<file path="src/rtl/rf_op_sequencer_if.sv">
// -----------------------------------------------------------------------------
// rf_op_sequencer_if
// Bundles the command handshake and the register-file bus of rf_op_sequencer.
//
// Parameters
//   DATA_W  datapath / register file data width
//   ADDR_W  register address width
//
// Signals
//   cmd_valid, cmd_ready          command handshake
//   cmd_op, cmd_rd, cmd_rs,
//   cmd_imm                       command payload
//   rf_read_addr_a/_b             register file read addresses
//   rf_read_data_a/_b             register file read data (asynchronous read)
//   rf_write_addr/_data/_en       register file write port
//
// Modports
//   master  command issuer plus the register file itself (the environment)
//   slave   the sequencer
// -----------------------------------------------------------------------------
interface rf_op_sequencer_if #(
    parameter int DATA_W = 8,
    parameter int ADDR_W = 2
);
    logic              cmd_valid;
    logic              cmd_ready;
    logic [2:0]        cmd_op;
    logic [ADDR_W-1:0] cmd_rd;
    logic [ADDR_W-1:0] cmd_rs;
    logic [DATA_W-1:0] cmd_imm;

    logic [ADDR_W-1:0] rf_read_addr_a;
    logic [ADDR_W-1:0] rf_read_addr_b;
    logic [DATA_W-1:0] rf_read_data_a;
    logic [DATA_W-1:0] rf_read_data_b;

    logic [ADDR_W-1:0] rf_write_addr;
    logic [DATA_W-1:0] rf_write_data;
    logic              rf_write_en;

    modport master (
        output cmd_valid, cmd_op, cmd_rd, cmd_rs, cmd_imm,
        input  cmd_ready,
        input  rf_read_addr_a, rf_read_addr_b,
        output rf_read_data_a, rf_read_data_b,
        input  rf_write_addr, rf_write_data, rf_write_en
    );

    modport slave (
        input  cmd_valid, cmd_op, cmd_rd, cmd_rs, cmd_imm,
        output cmd_ready,
        output rf_read_addr_a, rf_read_addr_b,
        input  rf_read_data_a, rf_read_data_b,
        output rf_write_addr, rf_write_data, rf_write_en
    );
endinterface

</file>
<file path="src/rtl/rf_op_sequencer.sv">
// -----------------------------------------------------------------------------
// rf_op_sequencer
// Executes one register-file ALU command at a time through a fixed
// IDLE -> READ -> EXEC -> WRITE sequence (4 cycles per command).
//
// Opcodes: 0 NOP, 1 LDI, 2 MOV, 3 ADD, 4 SUB, 5 AND, 6 OR, 7 XOR.
// rd is both destination and first source (A), rs is second source (B).
//
// Parameters
//   DATA_W  datapath width (matches register file data width)
//   ADDR_W  register address width
//
// Ports
//   clk         clock, rising edge
//   reset       asynchronous, active-high
//   bus         rf_op_sequencer_if.slave: command handshake + register file bus
//   done        one-cycle pulse in the WRITE cycle of every command
//   zero_flag   last non-NOP result was zero
//   carry_flag  carry (ADD) / borrow (SUB) of last result
//               (only when RF_SEQ_CARRY_EN is defined)
//
// Build option
//   RF_SEQ_CARRY_EN  adds carry_flag and its update logic.
// -----------------------------------------------------------------------------
module rf_op_sequencer #(
    parameter int DATA_W = 8,
    parameter int ADDR_W = 2
) (
    input  logic                 clk,
    input  logic                 reset,
    rf_op_sequencer_if.slave     bus,
    output logic                 done,
    output logic                 zero_flag
`ifdef RF_SEQ_CARRY_EN
    ,
    output logic                 carry_flag
`endif
);

    localparam logic [2:0] OP_NOP = 3'd0;
    localparam logic [2:0] OP_LDI = 3'd1;
    localparam logic [2:0] OP_MOV = 3'd2;
    localparam logic [2:0] OP_ADD = 3'd3;
    localparam logic [2:0] OP_SUB = 3'd4;
    localparam logic [2:0] OP_AND = 3'd5;
    localparam logic [2:0] OP_OR  = 3'd6;
    localparam logic [2:0] OP_XOR = 3'd7;

    typedef enum logic [1:0] {
        IDLE  = 2'd0,
        READ  = 2'd1,
        EXEC  = 2'd2,
        WRITE = 2'd3
    } state_t;

    state_t            state;
    logic [2:0]        op_q;
    logic [DATA_W-1:0] imm_q;
    logic [DATA_W-1:0] opa_q;
    logic [DATA_W-1:0] opb_q;
    logic [DATA_W-1:0] result;

    // Result of an operation, arithmetic modulo 2^DATA_W.
    function automatic logic [DATA_W-1:0] alu_result(
        input logic [2:0]        op,
        input logic [DATA_W-1:0] imm,
        input logic [DATA_W-1:0] a,
        input logic [DATA_W-1:0] b
    );
        logic [DATA_W-1:0] r;
        r = '0;
        case (op)
            OP_LDI:  r = imm;
            OP_MOV:  r = b;
            OP_ADD:  r = a + b;
            OP_SUB:  r = a - b;
            OP_AND:  r = a & b;
            OP_OR:   r = a | b;
            OP_XOR:  r = a ^ b;
            default: r = '0;
        endcase
        return r;
    endfunction

`ifdef RF_SEQ_CARRY_EN
    // Carry-out for ADD, borrow (A < B unsigned) for SUB, cleared otherwise.
    function automatic logic carry_out(
        input logic [2:0]        op,
        input logic [DATA_W-1:0] a,
        input logic [DATA_W-1:0] b
    );
        logic [DATA_W:0] sum;
        logic            c;
        sum = {1'b0, a} + {1'b0, b};
        case (op)
            OP_ADD:  c = sum[DATA_W];
            OP_SUB:  c = (a < b);
            default: c = 1'b0;
        endcase
        return c;
    endfunction
`endif

    assign result = alu_result(op_q, imm_q, opa_q, opb_q);

    // Operand and immediate capture: pure datapath, no reset needed.
    always_ff @(posedge clk) begin
        if (state == IDLE && bus.cmd_valid) begin
            imm_q <= bus.cmd_imm;
        end
        if (state == READ) begin
            opa_q <= bus.rf_read_data_a;
            opb_q <= bus.rf_read_data_b;
        end
    end

    // Control FSM. All outputs are registered; the values for the WRITE
    // cycle (write strobe, done, flags) are loaded on the EXEC->WRITE edge
    // so they appear together in the WRITE cycle.
    always_ff @(posedge clk or posedge reset) begin
        if (reset) begin
            state              <= IDLE;
            op_q               <= OP_NOP;
            bus.cmd_ready      <= 1'b1;
            bus.rf_read_addr_a <= '0;
            bus.rf_read_addr_b <= '0;
            bus.rf_write_addr  <= '0;
            bus.rf_write_data  <= '0;
            bus.rf_write_en    <= 1'b0;
            done               <= 1'b0;
            zero_flag          <= 1'b0;
`ifdef RF_SEQ_CARRY_EN
            carry_flag         <= 1'b0;
`endif
        end else begin
            case (state)
                IDLE: begin
                    if (bus.cmd_valid) begin
                        op_q               <= bus.cmd_op;
                        // Read addresses double as the captured rd/rs and
                        // hold them until the next accepted command.
                        bus.rf_read_addr_a <= bus.cmd_rd;
                        bus.rf_read_addr_b <= bus.cmd_rs;
                        bus.cmd_ready      <= 1'b0;
                        state              <= READ;
                    end
                end
                READ: begin
                    state <= EXEC;
                end
                EXEC: begin
                    done <= 1'b1;
                    // NOP walks the full sequence but writes nothing and
                    // leaves the flags alone.
                    if (op_q != OP_NOP) begin
                        bus.rf_write_en   <= 1'b1;
                        bus.rf_write_addr <= bus.rf_read_addr_a;
                        bus.rf_write_data <= result;
                        zero_flag         <= (result == '0);
`ifdef RF_SEQ_CARRY_EN
                        carry_flag        <= carry_out(op_q, opa_q, opb_q);
`endif
                    end
                    state <= WRITE;
                end
                WRITE: begin
                    bus.rf_write_en <= 1'b0;
                    done            <= 1'b0;
                    bus.cmd_ready   <= 1'b1;
                    state           <= IDLE;
                end
                default: begin
                    bus.rf_write_en <= 1'b0;
                    done            <= 1'b0;
                    bus.cmd_ready   <= 1'b1;
                    state           <= IDLE;
                end
            endcase
        end
    end

endmodule

</file>
<file path="src/flat_wrapper.sv">
// flat-port wrapper written by rule: the top's interface ports become plain ports
module rf_op_sequencer_flat 
#(
    parameter int DATA_W = 8,
    parameter int ADDR_W = 2
)
  (clk, reset, done, zero_flag, bus_cmd_valid, bus_cmd_op, bus_cmd_rd, bus_cmd_rs, bus_cmd_imm, bus_cmd_ready, bus_rf_read_addr_a, bus_rf_read_addr_b, bus_rf_read_data_a, bus_rf_read_data_b, bus_rf_write_addr, bus_rf_write_data, bus_rf_write_en);
  rf_op_sequencer_if #(.DATA_W(DATA_W), .ADDR_W(ADDR_W)) bus_i ();
  input  logic clk;
  input  logic reset;
  output logic done;
  output logic zero_flag;
  input wire logic [$bits(bus_i.cmd_valid)-1:0] bus_cmd_valid;
  input wire logic [$bits(bus_i.cmd_op)-1:0] bus_cmd_op;
  input wire logic [$bits(bus_i.cmd_rd)-1:0] bus_cmd_rd;
  input wire logic [$bits(bus_i.cmd_rs)-1:0] bus_cmd_rs;
  input wire logic [$bits(bus_i.cmd_imm)-1:0] bus_cmd_imm;
  output wire logic [$bits(bus_i.cmd_ready)-1:0] bus_cmd_ready;
  output wire logic [$bits(bus_i.rf_read_addr_a)-1:0] bus_rf_read_addr_a;
  output wire logic [$bits(bus_i.rf_read_addr_b)-1:0] bus_rf_read_addr_b;
  input wire logic [$bits(bus_i.rf_read_data_a)-1:0] bus_rf_read_data_a;
  input wire logic [$bits(bus_i.rf_read_data_b)-1:0] bus_rf_read_data_b;
  output wire logic [$bits(bus_i.rf_write_addr)-1:0] bus_rf_write_addr;
  output wire logic [$bits(bus_i.rf_write_data)-1:0] bus_rf_write_data;
  output wire logic [$bits(bus_i.rf_write_en)-1:0] bus_rf_write_en;
  assign bus_i.cmd_valid = bus_cmd_valid;
  assign bus_i.cmd_op = bus_cmd_op;
  assign bus_i.cmd_rd = bus_cmd_rd;
  assign bus_i.cmd_rs = bus_cmd_rs;
  assign bus_i.cmd_imm = bus_cmd_imm;
  assign bus_cmd_ready = bus_i.cmd_ready;
  assign bus_rf_read_addr_a = bus_i.rf_read_addr_a;
  assign bus_rf_read_addr_b = bus_i.rf_read_addr_b;
  assign bus_i.rf_read_data_a = bus_rf_read_data_a;
  assign bus_i.rf_read_data_b = bus_rf_read_data_b;
  assign bus_rf_write_addr = bus_i.rf_write_addr;
  assign bus_rf_write_data = bus_i.rf_write_data;
  assign bus_rf_write_en = bus_i.rf_write_en;
  rf_op_sequencer #(.DATA_W(DATA_W), .ADDR_W(ADDR_W)) u_core (.clk(clk), .reset(reset), .bus(bus_i), .done(done), .zero_flag(zero_flag));
endmodule
</file>
<file path="config.mk">
export PLATFORM = sky130hd
export DESIGN_NAME = rf_op_sequencer_flat
export DESIGN_NICKNAME = d
export VERILOG_FILES = /design/src/rtl/rf_op_sequencer_if.sv /design/src/rtl/rf_op_sequencer.sv /design/src/flat_wrapper.sv
export SDC_FILE = /design/constraint.sdc
export NUM_CORES = 1
export LEC_CHECK = 0
export ABC_AREA = 1
export BUFFER_PORTS_ARGS = -buffer_cell sky130_fd_sc_hd__buf_4
export CORE_UTILIZATION = 40
export DETAILED_ROUTE_END_ITERATION = 10
export HOLD_SLACK_MARGIN = 0.1
export SYNTH_ARGS = -nofsm -noshare
export SYNTH_HDL_FRONTEND = slang
export SYNTH_SLANG_ARGS = --single-unit
</file>
<file path="constraint.sdc">
create_clock -name clk -period 2.8 [get_ports clk]
set_input_delay 0.84 -clock clk [delete_from_list [all_inputs] [get_ports clk]]
set_output_delay 0.84 -clock clk [all_outputs]
set_load 0.01 [all_outputs]
</file>
# --- Yosys cells after proc, flatten, opt, wreduce, memory -nomap -nowiden ---
# Cells that the tools add are included.
word_totals:
  out_inout_bits: 18
  word_cells: 48
  register_bits: 47
  in_bits: 34
op_classes:
  n_mux: 8
  n_reduce_logical: 10
  addsub: 2
  eq_ne: 12
  bitwise: 3
op_table:
  columns: ["operator", "n"]
  rows:
  - ["one-hot mux 8 bit (7 select lines)", 1]
  - ["== test 3 bit, second input constant", 4]
  - ["adder 8 bit", 1]
  - ["AND 8 bit", 1]
  - ["logical NOT 8 bit", 1]
  - ["OR 8 bit", 1]
  - ["one-hot mux 2 bit (4 select lines)", 1]
  - ["AND reduction 2 bit", 4]
  - ["subtractor 8 bit", 1]
  - ["XOR 8 bit", 1]
  - ["== test 3 x 2 -> 1 bit, second input constant", 2]
  - ["one-hot mux 1 bit (2 select lines)", 3]
  - ["== test 2 bit, second input constant", 2]
  - ["nonzero test 2 bit", 2]
  - ["== test 3 x 1 -> 1 bit, second input constant", 1]
  - ["nonzero test 3 bit", 1]
  - ["== test 2 x 1 -> 1 bit, second input constant", 1]
  - ["logical NOT 2 bit", 1]
  - ["2-to-1 mux 1 bit", 2]
  - ["2-to-1 mux 2 bit", 1]
  - ["inequality test 2 x 1 -> 1 bit, second input constant", 1]
  - ["inequality test 2 bit, second input constant", 1]
  - ["logical AND 1 bit", 1]

# --- Logic depth before layout (Yosys ltp) ---
# Gate-level depths: netlist (run 1).
depth:
  word_depth: 3
  depth_mapped: 20
  mapped_depth_nobuf: 20

# --- Least setup slack after synthesis (run 1) ---
# Ideal clock, no wire load.
synth_timing:
  path_type: "flip-flop to flip-flop"
  from: "register u_core.opb_q[0]"
  to: "register u_core.zero_flag"
  slack_ns: 0.470
  arrival_time_ns: 2.265
  n_path_buf: 0
  setup_ns: 0.065
  required_time_ns: 2.735
  stages_incl_launch_ff: 19
  path_cell_list: "edfxtp_1 -> inv_1 -> ha_1 -> inv_1 -> nor3_1 -> inv_1 -> nand2_1 -> xor2_1 -> inv_1 -> ha_1 -> nand2_1 -> or2_2 -> nand3_1 -> nand2_1 -> nand3_1 -> nand2_1 -> nor2_1 -> nand3_1 -> nand2_1"
synth_via:
  elab_chain_len: 3
  elab_cells_between_ends: 7
synth_rtl:
  columns: ["element", "line_no", "text"]
  rows:
  - ["start: declaration", "rf_op_sequencer.sv:60", "logic [DATA_W-1:0] opb_q;"]
  - ["start signal: assignment", "rf_op_sequencer.sv:113", "opb_q <= bus.rf_read_data_b;"]
  - ["subtractor 8 bit (tied with other cells)", "rf_op_sequencer.sv:76", "OP_SUB: r = a - b;"]
  - ["one-hot mux 8 bit (7 select lines) (*)", "rf_op_sequencer.sv:72", "case (op)"]
  - ["logical NOT 8 bit (*)", "rf_op_sequencer.sv:159", "zero_flag <= (result == '0);"]
  - ["end signal: assignment", "rf_op_sequencer.sv:159", null]
  - ["end: declaration", "rf_op_sequencer.sv:33", "output logic zero_flag"]
# Mark *: on every way between the ends. The rest lies on a longest branch, timed or not.
# A chain may end at the register's enable or synchronous reset.

# --- Worst setup path after layout (run 1) ---
layout_timing:
  from: "register u_core.opb_q[2]"
  to: "register u_core.zero_flag"
# The elaborated chain is that of the path after synthesis.

==> run metrics, run 1 <==
most common cell after layout, fill and taps aside=nand2_1; Crit path required time=3.05 ns; EDFF count, synth=24; CTS tree=built; first-pass GRT wire length=10500 microns; area grow syn2layout=22.9%; # port buffers=51; Antenna diodes=0; vias per cell=4.76; crit-path most repeated cell=nor2_1; Pleak=0.00178 uW; Post-Syn Area=2860 sq um; Primary FF master, synth=edfxtp_1; die height=86.6 microns; CTS H-tree depth=2; R2R Setup Slk=0.31 ns; Final TNS setup=0 ns; P per Cell Area=1090 nW/um^2; # DRC=0; Setup CP Type=reg -> reg; CP Max Fanout=6; most frequent cells in the layout=65 x nand2_1, 60 x buf_4, 55 x inv_1; Worst IR Drop VDD=0.419 mV; First DRT Iteration DRCs=134; share of layout cells above drive strength 1=0.216; CORE AREA=6870 sq um; syn_nets=397; DP Wirelength=4840 microns; Clock Latency Late Sink=0.30 ns; vias=2332; largest net degree at the start of global routing=24; Arr. time, crit path=2.73 ns; sequential-to-total area share from yosys stat=0.454; vias in the first global route=2190; GRT Overall Usage=0.182; boundary pin count=52; CTS Root Buffer Type=clkbuf_8; Pre-antenna DRT Iters=4; GR Overflow Total=0; Post-DRT Antenna Nets=0; final setup fails=0; Placer Congestion=0.860; Fin Hold WS=0.487 ns; slowest cell delay on critical path=0.44 ns; startpoint types=register; Die ar.=7490 sq um; Slew headroom=0.509; Fin. Hold Viols=0; Slew Viols, Final=0; max frequency=402 MHz; die width=86.6 microns; Mean Syn Cell Area=8.59 sq um; Clock transition at path regs=0.09 ns; total number of yosys warnings=0; Tmin final=2.49 ns; Setup crit end kind=register; initial core utilization=0.416; WL final=6260 microns; clock skew=0.00282 ns; initial antenna violation count=0; routed len/inst=12.8 microns; number of distinct library cells after synthesis=33; Hold WC Path Type=reg -> reg; Final Util=0.512; row cnt=30; fin crit share=0.888; Post-Synthesis Cells=333; Worst Max-Slew Pin Slew=0.737 ns; Crit-path slowest cell=edfxtp_1; clk sinks=47; async set-reset flop share out of synthesis=0.489; status=finished clean; max cap viols=0; clk buf depth=2; total CTS buffers=5; #FFs+latches synth=47; unrepaired setup endpoints after global routing=false; Cell Chain, Critical Path=nor3_2 -> inv_1 -> nand2_1 -> xor2_1 -> inv_1 -> ha_1 -> a21oi_1 -> nand2_1 -> nor2_1 -> nor2_1 -> nor2_1 -> nand4_1 -> nor2_1 -> nand3_1 -> nand2_1; nets@finish=457
==> Yosys cell counts (2+ instances only) <==
| master | number | share of area |
|---|---|---|
| a21oi_1 | 4 | 0.0070 |
| nor3_1 | 2 | 0.0035 |
| inv_2 | 4 | 0.0052 |
| clkbuf_1 | 2 | 0.0026 |
| o21ai_0 | 16 | 0.028 |
| edfxtp_1 | 24 | 0.25 |
| xor2_1 | 6 | 0.018 |
| nand3_1 | 20 | 0.035 |
| inv_1 | 57 | 0.075 |
| nand3_2 | 3 | 0.010 |
| dfrtp_1 | 22 | 0.19 |
| ha_1 | 29 | 0.13 |
| o21ai_1 | 3 | 0.0052 |
| buf_2 | 4 | 0.0070 |
| nor2_1 | 33 | 0.043 |
| o21a_1 | 2 | 0.0052 |
| nand4_1 | 17 | 0.037 |
| o22ai_1 | 5 | 0.011 |
| nand2_1 | 66 | 0.087 |
==> sequential cells by signal (all words and copies together) (netlist names), 3 cells and up <==
signal and flops:
u_core.bus.rf_write_data 8, u_core.imm_q 8, u_core.op_q 3, u_core.opa_q 8, u_core.opb_q 8
==> power by group <==
part	total (uW)	switching, uW	internal [uW]
clock	420	243	176
sequential	1190	175	1020
combinational	2220	1350	869
total	3840	1770	2060
==> kinds of logic after synthesis <==
kind of cell               synth area share
buffers and inverters                0.0923
DFF                                   0.454
AOI/OAI and AO/OA                    0.0779
adders and majority gates             0.134
xor gates and xnor gates             0.0214
and+or+nand+nor                       0.221
==> what timing repair did <==
| action | in CTS | in global routing |
|---|---|---|
| resized for setup | 0 | 8 |
| hold buffers | 0 | 0 |
| setup endpoints to repair | 0 | 3 |
| setup buffers | 0 | 3 |
==> path summary, 6_finish.rpt <==
| kind | from | to | depth (start not counted) |
|---|---|---|---|
| max in group asynchronous | reset | u_core.bus.cmd_ready$_DFFE_PP1P_ | 3 |
| min reg2reg | u_core.bus.rf_read_addr_b[1]$_DFFE_PP0P_ | u_core.bus.rf_read_addr_b[1]$_DFFE_PP0P_ | 2 |
| min | u_core.bus.rf_read_addr_b[1]$_DFFE_PP0P_ | u_core.bus.rf_read_addr_b[1]$_DFFE_PP0P_ | 2 |
| min in group asynchronous | reset | u_core.bus.rf_write_data[7]$_DFFE_PP0P_ | 3 |
| max | u_core.opb_q[2]$_DFFE_PN_ | u_core.zero_flag$_DFFE_PP0P_ | 15 |
| max reg2reg | u_core.opb_q[2]$_DFFE_PN_ | u_core.zero_flag$_DFFE_PP0P_ | 15 |
==> layout make-up <==
cell class | instances | area (sq um)
Tap cell | 96 | 120
Inverter | 61 | 229
Timing Repair Buffer | 60 | 450
Sequential cell | 47 | 1300
Clock inverter | 3 | 18.8
Fill cell | 663 | 3350
Clock buffer | 5 | 68.8
Multi-Input combinational cell | 218 | 1330
==> stage by stage <==
step | setup slack (ns) | cells | power (uW) | instance area [sq um]
3_5_place_dp | 0.204 | 479 | 3370 | 3370
4_1_cts | 0.189 | 487 | 3800 | 3460
5_1_grt | 0.00694 | 490 | 4260 | 3520
2_1_floorplan | 0.470 | 333 | 2700 | 2860
6_report | 0.314 | 490 | 3840 | 3520
3_3_place_gp | 0.235 | 479 | 3330 | 3370
==> critical path, delay by kind of cell (launching register included) <==
family                     cells  cell delay, ns
AOI/OAI and AO/OA              1            0.24
xor gates and xnor gates       1            0.14
adders and majority gates      1            0.36
buffers and inverters          2            0.13
DFF                            1            0.44
and+or+nand+nor               10            1.11
==> layer usage <==
layer  track usage  up-vias  wire [microns]
met1         0.251     1077            2950
met4        0.0576        0              79
li1              -     1208               -
met5             0        -               0
met2         0.292       41            3010
met3        0.0333        6             220
Power figures use the tool's default switching activity.
==> inputs of run 2 (changes only) <==
--- a/config.mk
+++ b/config.mk
@@ -10,6 +10,7 @@
 export CORE_UTILIZATION = 40
 export DETAILED_ROUTE_END_ITERATION = 10
 export HOLD_SLACK_MARGIN = 0.1
+export REMOVE_ABC_BUFFERS = 1
 export SYNTH_ARGS = -nofsm -noshare
 export SYNTH_HDL_FRONTEND = slang
 export SYNTH_SLANG_ARGS = --single-unit
==> run metrics, run 2 (synthesis gave the netlist of run 1 again) <==
Die ar.=7490 sq um (unchanged); Antenna diodes=0 (unchanged); share of layout cells above drive strength 1=0.211 (-0.00454); Final Instance Area=3540 sq um (+0.71%); Placed Instances=479 (unchanged); WL final=6220 microns (-0.64%); Final Util=0.515 (+0.00364); most frequent cells in the layout=65 x nand2_1, 59 x buf_4, 56 x inv_1; First DRT Iteration DRCs=97 (-28%); Setup CP Type=reg -> reg; Worst Max-Slew Pin Slew=0.783 ns (+0.0459 ns); Crit path required time=3.00 ns (-0.05 ns); # DRC=0 (unchanged); Setup crit end kind=register; initial antenna violation count=0 (unchanged); max frequency=386 MHz (-4.0%); vias in the first global route=2250 (+2.7%); CTS tree=built; Clock Latency Late Sink=0.31 ns (about the same); nets@finish=456 (-0.22%); Worst Hold Path Cells=2 (unchanged); clk sinks=47 (unchanged); max cap viols=0 (unchanged); FF+latch area=1300 sq um (unchanged); CTS Root Buffer Type=clkbuf_8; final setup fails=0 (unchanged); initial core utilization=0.416 (unchanged); CORE AREA=6870 sq um (unchanged); Slew Viols, Final=0 (unchanged); CP Max Fanout=4 (-2); Fin. Hold Viols=0 (unchanged); most common cell after layout, fill and taps aside=nand2_1; GRT Overall Usage=0.184 (+0.00171); placed cell area=3370 sq um (unchanged); row cnt=30 (unchanged); CTS H-tree depth=2 (unchanged); # fillers=678 (+2.3%); area grow syn2layout=23.8%; DP Wirelength=4840 microns (-0.17%); routed len/inst=12.7 microns (-0.44%); status=finished clean; Clock transition at path regs=0.10 ns (about the same); startpoint types=register; Final TNS setup=0 ns (unchanged); die height=86.6 microns (unchanged); Pleak=0.00179 uW (+0.53%); die width=86.6 microns (unchanged); Hold WC Path Type=reg -> reg; Worst IR Drop VDD=0.465 mV (+11%); reg2reg path depth=17 (+2); # port buffers=51 (unchanged); Arr. time, crit path=2.79 ns (+0.06 ns); reg2reg start=u_core.opb_q[1]$_DFFE_PN_; clk buf depth=2 (unchanged); vias per cell=4.74 (-0.48%); clock skew=0.0100 ns (+0.00723 ns); Final Power=3950 uW (+2.9%); Pre-antenna DRT Iters=4 (unchanged); Slew headroom=0.478 (-0.0306); Tmin final=2.59 ns (+0.103 ns); fin crit share=0.925 (+0.0369); largest net degree at the start of global routing=24 (unchanged); GR Overflow Total=0 (unchanged); Post-DRT Antenna Nets=0 (unchanged); P per Cell Area=1110 nW/um^2 (+2.2%); boundary pin count=52 (unchanged); Placer Congestion=0.853 (-0.72%); non-filler cells, final=489 (-0.20%); vias=2316 (-0.69%); footprint of the multi-input gates=1330 sq um (about the same); first-pass GRT wire length=10600 microns (+1.3%); total CTS buffers=5 (unchanged); Worst Min Path Start=u_core.bus.rf_read_addr_b[1]$_DFFE_PP0P_; CP Launch Point=u_core.opb_q[1]$_DFFE_PN_
## run 2: cell count changes in the layout (fill, tap and decap cells not counted), sizes merged
cell	delta
clkinv	-2
bufinv	+1
clkbuf	+1
buf	-1
## run 2: report_power, final
part / internal, uW / total [uW] / switching (uW)
clock network: 294 / 535 / 241
logic: 868 / 2220 / 1350
registers: 1020 / 1190 / 171
## run 2: worst paths after layout
check | end | slack (ns)
setup reg to reg | u_core.zero_flag$_DFFE_PP0P_ | 0.21
setup / recovery | u_core.zero_flag$_DFFE_PP0P_ | 0.21
hold reg to reg | u_core.bus.rf_read_addr_b[1]$_DFFE_PP0P_ | 0.49
hold / removal | u_core.bus.rf_read_addr_b[1]$_DFFE_PP0P_ | 0.49
min in group asynchronous | u_core.bus.rf_read_addr_a[0]$_DFFE_PP0P_ | 0.57
max in group asynchronous | u_core.bus.cmd_ready$_DFFE_PP1P_ | 1.95
## run 2: stage by stage
stage          setup slack, ns  hold WS [ns]
2_1_floorplan            0.369         0.515
3_3_place_gp             0.203         0.468
3_5_place_dp             0.182         0.470
4_1_cts                  0.150         0.497
5_1_grt               -0.00377         0.520
6_report                 0.211         0.490
## run 2: routing by layer
layer  part of all wire  vias to the layer above  GRT usage
met3              0.037                        8     0.0333
met2               0.46                       45      0.303
met1               0.48                     1057      0.244
met5                  0                        -          0
li1                   -                     1206          -
met4              0.017                        0     0.0636
## run 2: timing repair
action                     4_1_cts  5_1_grt
setup endpoints to repair        0        2
resized for setup                0        9
setup buffers                    0        2
hold buffers                     0        0
## run 2: critical path: stages (launching register included)
cell and delay (ns):
edfxtp_1 0.46, inv_2 0.10, ha_1 0.14, inv_1 0.05, nor3_1 0.15, inv_1 0.09, o31ai_2 0.20, xor2_1 0.18
ha_1 0.29, a21o_1 0.19, nor2_1 0.11, nand2_1 0.09, nand3_1 0.09, nand3_1 0.08, nand2_1 0.10, inv_1 0.06
nand3_1 0.08, nand2_1 0.05
## run 2: layout make-up
cell class	instances	share of cell area
multi-input cells	218	0.376
clock buffers	6	0.0233
clock inverters	2	0.0110
well taps	96	0.0339
flip-flops and latches	47	0.366
repair buffers	59	0.125
inverters	61	0.0647
==> inputs of run 3 (changes only) <==
--- a/config.mk
+++ b/config.mk
@@ -5,9 +5,10 @@
 export SDC_FILE = /design/constraint.sdc
 export NUM_CORES = 1
 export LEC_CHECK = 0
-export ABC_AREA = 1
+export ABC_AREA = 0
 export BUFFER_PORTS_ARGS = -buffer_cell sky130_fd_sc_hd__buf_4
 export CORE_UTILIZATION = 40
+export CTS_BUF_LIST = sky130_fd_sc_hd__clkbuf_2
 export DETAILED_ROUTE_END_ITERATION = 10
 export HOLD_SLACK_MARGIN = 0.1
 export REMOVE_ABC_BUFFERS = 1
==> run metrics, run 3 <==
DP Wirelength=4360 microns (-9.9%); area share of the leading cell type in the synthesized netlist=0.255 (+0.00279); Slew headroom=0.438 (-0.0403); sequential-to-total area share from yosys stat=0.459 (+0.00502); Post-Synthesis Cells=264 (-21%); first-pass GRT wire length=9320 microns (-12%); nets@finish=396 (-13%); # fillers=616 (-9.1%); EDFF count, synth=24 (unchanged); Arr. time, crit path=3.14 ns (+0.35 ns); Worst IR Drop VDD=0.390 mV (-16%); Clock transition at path regs=0.26 ns (+0.16 ns); #FFs+latches synth=47 (unchanged); Fin Hold WS=0.514 ns (+0.0240 ns); CP Max Fanout=2 (-2); Setup crit end kind=register; Placer Congestion=0.856 (+0.30%); leading area contributor after synthesis=edfxtp_1; number of distinct library cells after synthesis=54 (+64%); Setup CP Type=reg -> reg; Worst Max-Slew Pin Slew=0.843 ns (+0.0596 ns); vias in the first global route=1938 (-14%); Final Power=4260 uW (+7.9%); vias per cell=4.96 (+4.6%); vias=2126 (-8.2%); WL final=5850 microns (-6.0%); synth top area cells=edfxtp_1 25%, dfrtp_1 19%, ha_1 13%; Fin. Hold Viols=0 (unchanged); row cnt=30 (unchanged); CTS tree=built; initial core utilization=0.416 (about the same); total number of yosys warnings=0 (unchanged); GR Overflow Total=0 (unchanged); max frequency=363 MHz (-6.1%); fin crit share=0.985 (+0.0603); final setup fails=0 (unchanged); clk buf depth=2 (unchanged); area grow syn2layout=26.2%; CTS Root Buffer Type=clkbuf_2; boundary pin count=52 (unchanged); Antenna diodes=0 (unchanged); Pleak=0.00162 uW (-9.7%); total CTS buffers=5 (unchanged); status=finished clean; CTS H-tree depth=2 (unchanged); Clock Latency Late Sink=0.42 ns (+0.11 ns); Post-Syn Area=2830 sq um (-1.1%); max cap viols=0 (unchanged); initial antenna violation count=0 (unchanged); unrepaired setup endpoints after global routing=true; GRT Overall Usage=0.163 (-0.0208); Slew Viols, Final=0 (unchanged); Pre-antenna DRT Iters=4 (unchanged); most frequent cells in the layout=70 x buf_4, 28 x ha_1, 24 x inv_1, 24 x edfxtp_1, 22 x dfrtp_1; # DRC=0 (unchanged); synth cell count leaders=29 x ha_1, 26 x inv_1, 24 x edfxtp_1; die height=86.1 microns (-0.54%); Crit path required time=3.19 ns (+0.19 ns); clk sinks=47 (unchanged); First DRT Iteration DRCs=84 (-13%); clock skew=0.0171 ns (+0.00703 ns); Hold WC Path Type=reg -> reg; share of layout cells above drive strength 1=0.309 (+0.0981); # port buffers=51 (unchanged); CORE AREA=6790 sq um (-1.1%); die width=86.1 microns (-0.54%); Tmin final=2.76 ns (+0.169 ns); startpoint types=register; largest net degree at the start of global routing=37 (+54%); Placed Instances=420 (-12%); P per Cell Area=1190 nW/um^2 (+7.1%); most common cell after layout, fill and taps aside=buf_4; Post-DRT Antenna Nets=0 (unchanged); hold bufs inserted after CTS=0 (unchanged); Die ar.=7410 sq um (-1.1%); Primary FF master, synth=edfxtp_1; non-filler cells, final=429 (-12%); routed len/inst=13.6 microns (+7.1%); Mean Syn Cell Area=10.7 sq um (+25%); top-count cell post-synth=ha_1; async set-reset flop share out of synthesis=0.489 (unchanged)
==> run 3: metrics by stage <==
| stage | cell area, sq um | utilization | TNS (ns) | worst slack, ns |
|---|---|---|---|---|
| global route | 3570 | 0.525 | -0.0597 | -0.0597 |
| global placement | 3420 | 0.503 | 0 | 0.0821 |
| detailed placement | 3420 | 0.503 | 0 | 0.0550 |
| CTS | 3520 | 0.517 | 0 | 0.0143 |
| finish | 3570 | 0.525 | 0 | 0.0420 |
| floorplan | 2780 | - | -2.10 | -0.670 |
==> run 3: logic make-up (layout without fill, tap and decap cells) <==
family / Yosys count / in the layout / synth area share
AO/OA/AOI/OAI: 60 / 60 / 0.138
buffers and inverters: 36 / 105 / 0.0526
multiplexers: 16 / 16 / 0.0646
AND/OR/NAND/NOR: 66 / 66 / 0.123
adder cells (fa/ha/maj): 30 / 30 / 0.135
flip-flops: 47 / 47 / 0.459
XOR/XNOR: 9 / 9 / 0.0279
==> run 3: final timing paths <==
kind / cells past startpoint / slack (ns) / to / startpoint
min in group asynchronous: 2 / 0.54 / u_core.op_q[2]$_DFFE_PP0P_ / reset
worst max-delay path: 9 / 0.04 / u_core.zero_flag$_DFFE_PP0P_ / u_core.op_q[1]$_DFFE_PP0P_
worst min register to register: 2 / 0.51 / u_core.bus.rf_write_data[3]$_DFFE_PP0P_ / u_core.bus.rf_write_data[3]$_DFFE_PP0P_
worst min-delay path: 2 / 0.51 / u_core.bus.rf_write_data[3]$_DFFE_PP0P_ / u_core.bus.rf_write_data[3]$_DFFE_PP0P_
worst max register to register: 9 / 0.04 / u_core.zero_flag$_DFFE_PP0P_ / u_core.op_q[1]$_DFFE_PP0P_
max in group asynchronous: 2 / 1.75 / u_core.bus.rf_read_addr_a[0]$_DFFE_PP0P_ / reset
==> run 3: repair_timing <==
item / CTS / global route
setup buffers: 0 / 1
endpoints found under the setup margin: 0 / 3
gates resized for setup: 0 / 11
==> run 3: power by group <==
group          leakage, uW  internal, uW  switching (uW)  total [uW]
combinational      0.00106          1200            1400        2600
sequential        0.000504          1020             155        1180
clock            0.0000551           247             237         484
==> run 3: per-layer routing <==
layer | GRT usage | routed length (microns)
met5 | 0 | 0
met4 | 0.0621 | 144
met3 | 0.0308 | 245
met2 | 0.260 | 2630
met1 | 0.220 | 2820
==> run 3: worst max-delay path, stage by stage, from the launching register on <==
cell and delay (ns):
dfrtp_1 0.47, nor3b_4 0.25, mux2_4 0.34, fa_1 0.48, inv_1 0.05, mux4_2 0.45
o2bb2ai_2 0.16, and3_1 0.17, and4_4 0.20, a32o_1 0.15
==> run 3: final cells by class <==
type	count	area [sq um]	share of cell area
clock buffers	5	25.0	0.00701
clock inverters	3	71.3	0.0200
inverters	27	101	0.0284
multi-input cells	181	1430	0.400
flip-flops and latches	47	1300	0.363
well taps	96	120	0.0336
repair buffers	70	526	0.147
